==> config.mk <==
export PLATFORM = sky130hd
export DESIGN_NAME = parity_frame_gen
export DESIGN_NICKNAME = d
export VERILOG_FILES = /design/src/rtl/parity_frame_gen.sv
export SDC_FILE = /design/constraint.sdc
export NUM_CORES = 1
export LEC_CHECK = 0
export CAP_MARGIN = 5
export CELL_PAD_IN_SITES_DETAIL_PLACEMENT = 1
export CELL_PAD_IN_SITES_GLOBAL_PLACEMENT = 2
export CORE_MARGIN = 8
export CORE_UTILIZATION = 32
export DETAILED_ROUTE_END_ITERATION = 10
export GPL_TIMING_DRIVEN = 0
export PLACE_DENSITY_LB_ADDON = 0.1
export REMOVE_ABC_BUFFERS = 1
export SLEW_MARGIN = 0
export SYNTH_ARGS = -nofsm -noshare
export SYNTH_HDL_FRONTEND = slang
export SYNTH_SLANG_ARGS = --single-unit
==> constraint.sdc <==
create_clock -name clk -period 4.1 [get_ports clk]
set_clock_uncertainty 0.15 [all_clocks]
set_input_delay 0.82 -clock clk [delete_from_list [all_inputs] [get_ports clk]]
set_output_delay 0.82 -clock clk [all_outputs]
set_load 0.005 [all_outputs]
==> src/rtl/parity_frame_gen.sv <==
`default_nettype none
// +----------------------------------------------------------------------------+
// | Module   : parity_frame_gen                                                |
// | Brief    : folds a valid/ready word stream into one even/odd parity bit    |
// |            per frame; define PARITY_CHECK_EN to add a receive-side checker |
// | Revision : 1.0 - initial release                                           |
// +----------------------------------------------------------------------------+
module parity_frame_gen #(
    parameter int WIDTH     = 8,
    parameter int MAX_BEATS = 16,
    parameter int BW        = $clog2(MAX_BEATS + 1)
) (
    input  logic             clk,
    input  logic             rst_n,
    input  logic             odd_mode,
    input  logic             in_valid,
    output logic             in_ready,
    input  logic [WIDTH-1:0] in_data,
    input  logic             in_last,
    output logic             out_valid,
    input  logic             out_ready,
    output logic             out_parity,
    output logic [BW-1:0]    out_beats,
    output logic             ovf_err
`ifdef PARITY_CHECK_EN
    ,
    input  logic             in_parity,
    output logic             chk_err,
    output logic [7:0]       err_cnt
`endif
);

    localparam logic [1:0]    c_IDLE = 2'd0;
    localparam logic [1:0]    c_ACC  = 2'd1;
    localparam logic [1:0]    c_HOLD = 2'd2;
    localparam logic [BW-1:0] c_MAX  = BW'(MAX_BEATS);
    localparam logic [BW-1:0] c_ONE  = BW'(1);

    logic [1:0]    r_state, w_state_nxt;
    logic          r_acc, w_acc_nxt;
    logic [BW-1:0] r_count, w_count_nxt;
    logic          r_mode, w_mode_nxt;
    logic          r_out_valid, w_out_valid_nxt;
    logic          r_out_parity, w_out_parity_nxt;
    logic [BW-1:0] r_out_beats, w_out_beats_nxt;
    logic          r_ovf_err, w_ovf_err_nxt;

    logic          w_first, w_accept, w_acc_beat, w_mode_eff, w_hit_max, w_term;
    logic [BW-1:0] w_count_beat;

    // Values as they would be after folding in the beat currently offered
    always_comb begin
        w_first      = (r_state == c_IDLE);
        w_accept     = in_valid && (r_state != c_HOLD);
        w_acc_beat   = (w_first ? 1'b0 : r_acc) ^ (^in_data);
        w_count_beat = (w_first ? '0 : r_count) + c_ONE;
        w_mode_eff   = w_first ? odd_mode : r_mode;
        w_hit_max    = (w_count_beat == c_MAX);
        w_term       = w_accept && (in_last || w_hit_max);
    end

    always_comb begin
        w_state_nxt      = r_state;
        w_acc_nxt        = r_acc;
        w_count_nxt      = r_count;
        w_mode_nxt       = r_mode;
        w_out_valid_nxt  = r_out_valid;
        w_out_parity_nxt = r_out_parity;
        w_out_beats_nxt  = r_out_beats;
        w_ovf_err_nxt    = r_ovf_err;
        case (r_state)
            c_IDLE, c_ACC: begin
                if (w_accept) begin
                    w_acc_nxt   = w_acc_beat;
                    w_count_nxt = w_count_beat;
                    w_mode_nxt  = w_mode_eff;
                    if (w_term) begin
                        w_out_valid_nxt  = 1'b1;
                        w_out_parity_nxt = w_acc_beat ^ w_mode_eff;
                        w_out_beats_nxt  = w_count_beat;
                        w_ovf_err_nxt    = w_hit_max && !in_last;
                        w_state_nxt      = c_HOLD;
                    end else begin
                        w_state_nxt = c_ACC;
                    end
                end
            end
            c_HOLD: begin
                if (r_out_valid && out_ready) begin
                    w_out_valid_nxt = 1'b0;
                    w_acc_nxt       = 1'b0;
                    w_count_nxt     = '0;
                    w_state_nxt     = c_IDLE;
                end
            end
            default: w_state_nxt = c_IDLE;
        endcase
    end

    always_ff @(posedge clk or negedge rst_n) begin
        if (!rst_n) begin
            r_state      <= c_IDLE;
            r_acc        <= 1'b0;
            r_count      <= '0;
            r_mode       <= 1'b0;
            r_out_valid  <= 1'b0;
            r_out_parity <= 1'b0;
            r_out_beats  <= '0;
            r_ovf_err    <= 1'b0;
        end else begin
            r_state      <= w_state_nxt;
            r_acc        <= w_acc_nxt;
            r_count      <= w_count_nxt;
            r_mode       <= w_mode_nxt;
            r_out_valid  <= w_out_valid_nxt;
            r_out_parity <= w_out_parity_nxt;
            r_out_beats  <= w_out_beats_nxt;
            r_ovf_err    <= w_ovf_err_nxt;
        end
    end

    assign in_ready   = (r_state != c_HOLD);
    assign out_valid  = r_out_valid;
    assign out_parity = r_out_parity;
    assign out_beats  = r_out_beats;
    assign ovf_err    = r_ovf_err;

`ifdef PARITY_CHECK_EN
    logic       r_chk_err;
    logic [7:0] r_err_cnt;

    always_ff @(posedge clk or negedge rst_n) begin
        if (!rst_n) begin
            r_chk_err <= 1'b0;
            r_err_cnt <= 8'd0;
        end else begin
            if (w_term) begin
                r_chk_err <= (w_acc_beat ^ w_mode_eff) != in_parity;
            end
            if (r_out_valid && out_ready && r_chk_err && (r_err_cnt != 8'hFF)) begin
                r_err_cnt <= r_err_cnt + 8'd1;
            end
        end
    end

    assign chk_err = r_chk_err;
    assign err_cnt = r_err_cnt;
`endif

endmodule
`default_nettype wire

==> impl_metrics.tcl <==
set metrics [dict create \
    die_h_um 69.9 \
    fin_tns_setup_ns 0 \
    h-tree-depth 1 \
    worst_pin_slew_ns 0.805 \
    hold_path_depth 2 \
    post_drt_wl_per_cell_um 15.2 \
    period_share 0.616 \
    grt_antenna_before_repair 0 \
    clock_latency_ns 0.29 \
    nFillCells 309 \
    nets 124 \
    n_antenna_cell 0 \
    synth_cell_types 31 \
    hold_viol 0 \
    cap_viol_max_count 0 \
    path_class "flop to output port" \
    critPathBufInv 2 \
    placed_cells 136 \
    cts_buffer_depth 2 \
    initialDrtViolationCount 27 \
    slew-limit-headroom 0.462 \
    fin_cells 140 \
    yosysWarnings 0 \
    area_delta_synth_final_pct 27.8 \
    cts_tree "yes" \
    yosysTopAreaCellShare 0.458 \
    cp.required_ns 3.13 \
    ys_seq_area_frac 0.458 \
    status "complete, no violations" \
    grt_usage 0.0908 \
    clock-sinks 17 \
    crit_family "buffers and inverters" \
    worst-r2r-setup-slack_ns 2.26 \
    core_um2 2760 \
    vias 700 \
    drt_first_pass_iters 6 \
    mappedNetlistArea_um2 928 \
    row_count 19 \
    min_from "out_beats[3]$_DFFE_PN0P_" \
    postCtsResizedCells 0 \
    worstSetupPathDepth 3 \
    endpoint_kind "output port" \
    ant_nets 0 \
    path_clk_slew_ns 0.11 \
    fmax_mhz 396 \
    die_w_um 69.9 \
    drc 0 \
    rsz0062_at_grt "no" \
    crit_fanout 8 \
    wl_um 2130 \
    via_per_inst 5.00 \
    cts_buffers 3 \
    finalSetupViolCount 0 \
    leakagePower_nw 0.515 \
    syn_inst 87 \
    start_util 0.337 \
    slew_violations 0 \
    rr_worst_depth 3 \
    hold_path_end "out_beats[3]$_DFFE_PN0P_" \
    dp_hpwl_um 1650 \
    drive_above_1_share 0.0826 \
    grt-ovfl-total 0 \
    ir_drop_mv 0.279 \
    crit_chain "inv_1, nand2_1, clkdlybuf4s50_1" \
    r2r_start "r_state[1]$_DFFE_PN0P_" \
    crit_slowest_cell "dfrtp_1" \
    die-area_um2 4880 \
    syn_area_per_cell_um2 10.7 \
    p_per_area_nw_per_um2 520 \
    slowest_delay_ns 0.54 \
    r2r-end "out_beats[0]$_DFFE_PN0P_" \
    post_cts_buffers 0 \
    portBuffers 22 \
    root_buffer "clkbuf_4" \
    final_util 0.430 \
    hold_class "flop to flop" \
    min_period_ns 2.52 \
    netlist.top_cell.by_area "dfrtp_1" \
    io_pins 23 \
    grt_max_degree 18 \
    grt_pass1_vias 740 \
    cp.arrival_ns 1.55 \
    cts-hold-fix-buffers 0 \
    ys_seq_elements 17 \
    gp_congestion 0.762 \
    synthTopCellsByArea "dfrtp_1 (46%), o21ai_0 (4.9%), xnor2_1 (4.7%), o31ai_1 (4.0%), xor2_1 (3.8%)" \
    finalPower_w 0.000617 \
    grt_pass1_wl_um 3730 \
    worst_setup_path_start_kind "flop" \
]
==> layout make-up <==
class	count	area, um2	share of cell area
clock buffer	3	22.5	0.0190
multi-input combinational	61	455	0.384
timing repair buffer	22	220	0.186
tap	31	38.8	0.0327
inverter	5	18.8	0.0158
clock inverter	1	5.00	0.00422
sequential	17	425	0.359
==> registers in the layout (all words and copies together) (netlist names) <==
name / flops
out_beats: 5
r_count: 5
r_state: 2
out_parity: 1
out_valid: 1
ovf_err: 1
r_acc: 1
r_mode: 1
==> how the worst max path moves through the flow <==
| stage | start | to | slack [ns] |
|---|---|---|---|
| finish | r_state[0]$_DFFE_PN0P_ | in_ready | 1.58 |
| global route | r_state[0]$_DFFE_PN0P_ | in_ready | 1.49 |
| CTS | r_state[0]$_DFFE_PN0P_ | in_ready | 1.56 |
| detailed placement | in_valid | r_count[2]$_DFFE_PN0P_ | 1.39 |
| global placement | in_valid | r_count[2]$_DFFE_PN0P_ | 1.37 |
| floorplan | in_data[6] | out_parity$_DFFE_PN0P_ | 2.03 |
==> tightest hold or removal path: stages, from the launching register on <==
cell,delay [ns]
dfrtp_1,0.36
nand2_1,0.05
o31ai_1,0.05
==> routing by layer <==
| layer | up-vias | GRT usage | share of wire |
|---|---|---|---|
| met4 | 0 | 0.0201 | 0.0075 |
| met1 | 327 | 0.118 | 0.51 |
| li1 | 353 | - | - |
| met2 | 18 | 0.136 | 0.42 |
| met5 | - | 0 | 0 |
| met3 | 2 | 0.0381 | 0.062 |
==> where the power goes <==
group	internal [W]	total (W)	leakage, nW	switching, W
registers	0.000214	0.000273	0.220	0.0000589
clock network	0.0000362	0.0000902	0.0177	0.0000540
logic	0.000148	0.000254	0.278	0.000106
total	0.000398	0.000617	0.515	0.000219
==> cell usage after synthesis (all sizes together) <==
library cell	number
a21oi	2
a22o	2
a31oi	2
a32o	1
and2	1
buf	4
dfrtp	17
inv	5
mux2	2
mux2i	2
nand2	7
nand2b	1
nand3	2
nand3b	2
nand4	1
nor2	3
nor2b	2
nor3	1
o21a	1
o21ai	10
o21bai	1
o31a	2
o31ai	5
xnor2	5
xnor3	2
xor2	4
==> cell families after synthesis <==
kind of cell / count (synthesis) / synth area share
AO/OA/AOI/OAI: 26 / 0.183
AND/OR/NAND/NOR: 20 / 0.127
flip-flops: 17 / 0.458
XOR/XNOR: 11 / 0.135
buffers and inverters: 9 / 0.0512
multiplexers: 4 / 0.0458
==> stage by stage <==
stage | instance area [um2] | hold slack, ns | setup WS [ns]
after detailed placement | 1160 | 0.318 | 1.39
after CTS | 1190 | 0.345 | 1.56
final | 1190 | 0.338 | 1.58
after global placement | 1160 | 0.311 | 1.37
after floorplan | 900 | 0.310 | 2.03
after global routing | 1190 | 0.376 | 1.49
==> cells in the final DEF, fill, tap and decap left out <==
master            n
inv_1             5
a22o_1            2
clkdlybuf4s50_1  22
o31ai_1           5
nand3b_4          1
o21bai_1          1
clkbuf_4          3
dfrtp_1          17
o21ai_1           1
nand3b_1          1
nand2b_1          1
nor2b_1           2
xnor3_2           1
nand3_1           2
o31a_1            2
o21a_1            1
a31oi_1           2
and2_1            1
nor2_1            3
mux2i_1           2
a32o_1            1
clkinv_2          1
o21ai_0           9
mux2_2            2
xor2_1            4
nor3_1            1
nand2_1           7
xnor3_1           1
a21oi_1           2
xnor2_1           5
nand4_2           1
Power figures use the tool's default switching activity.
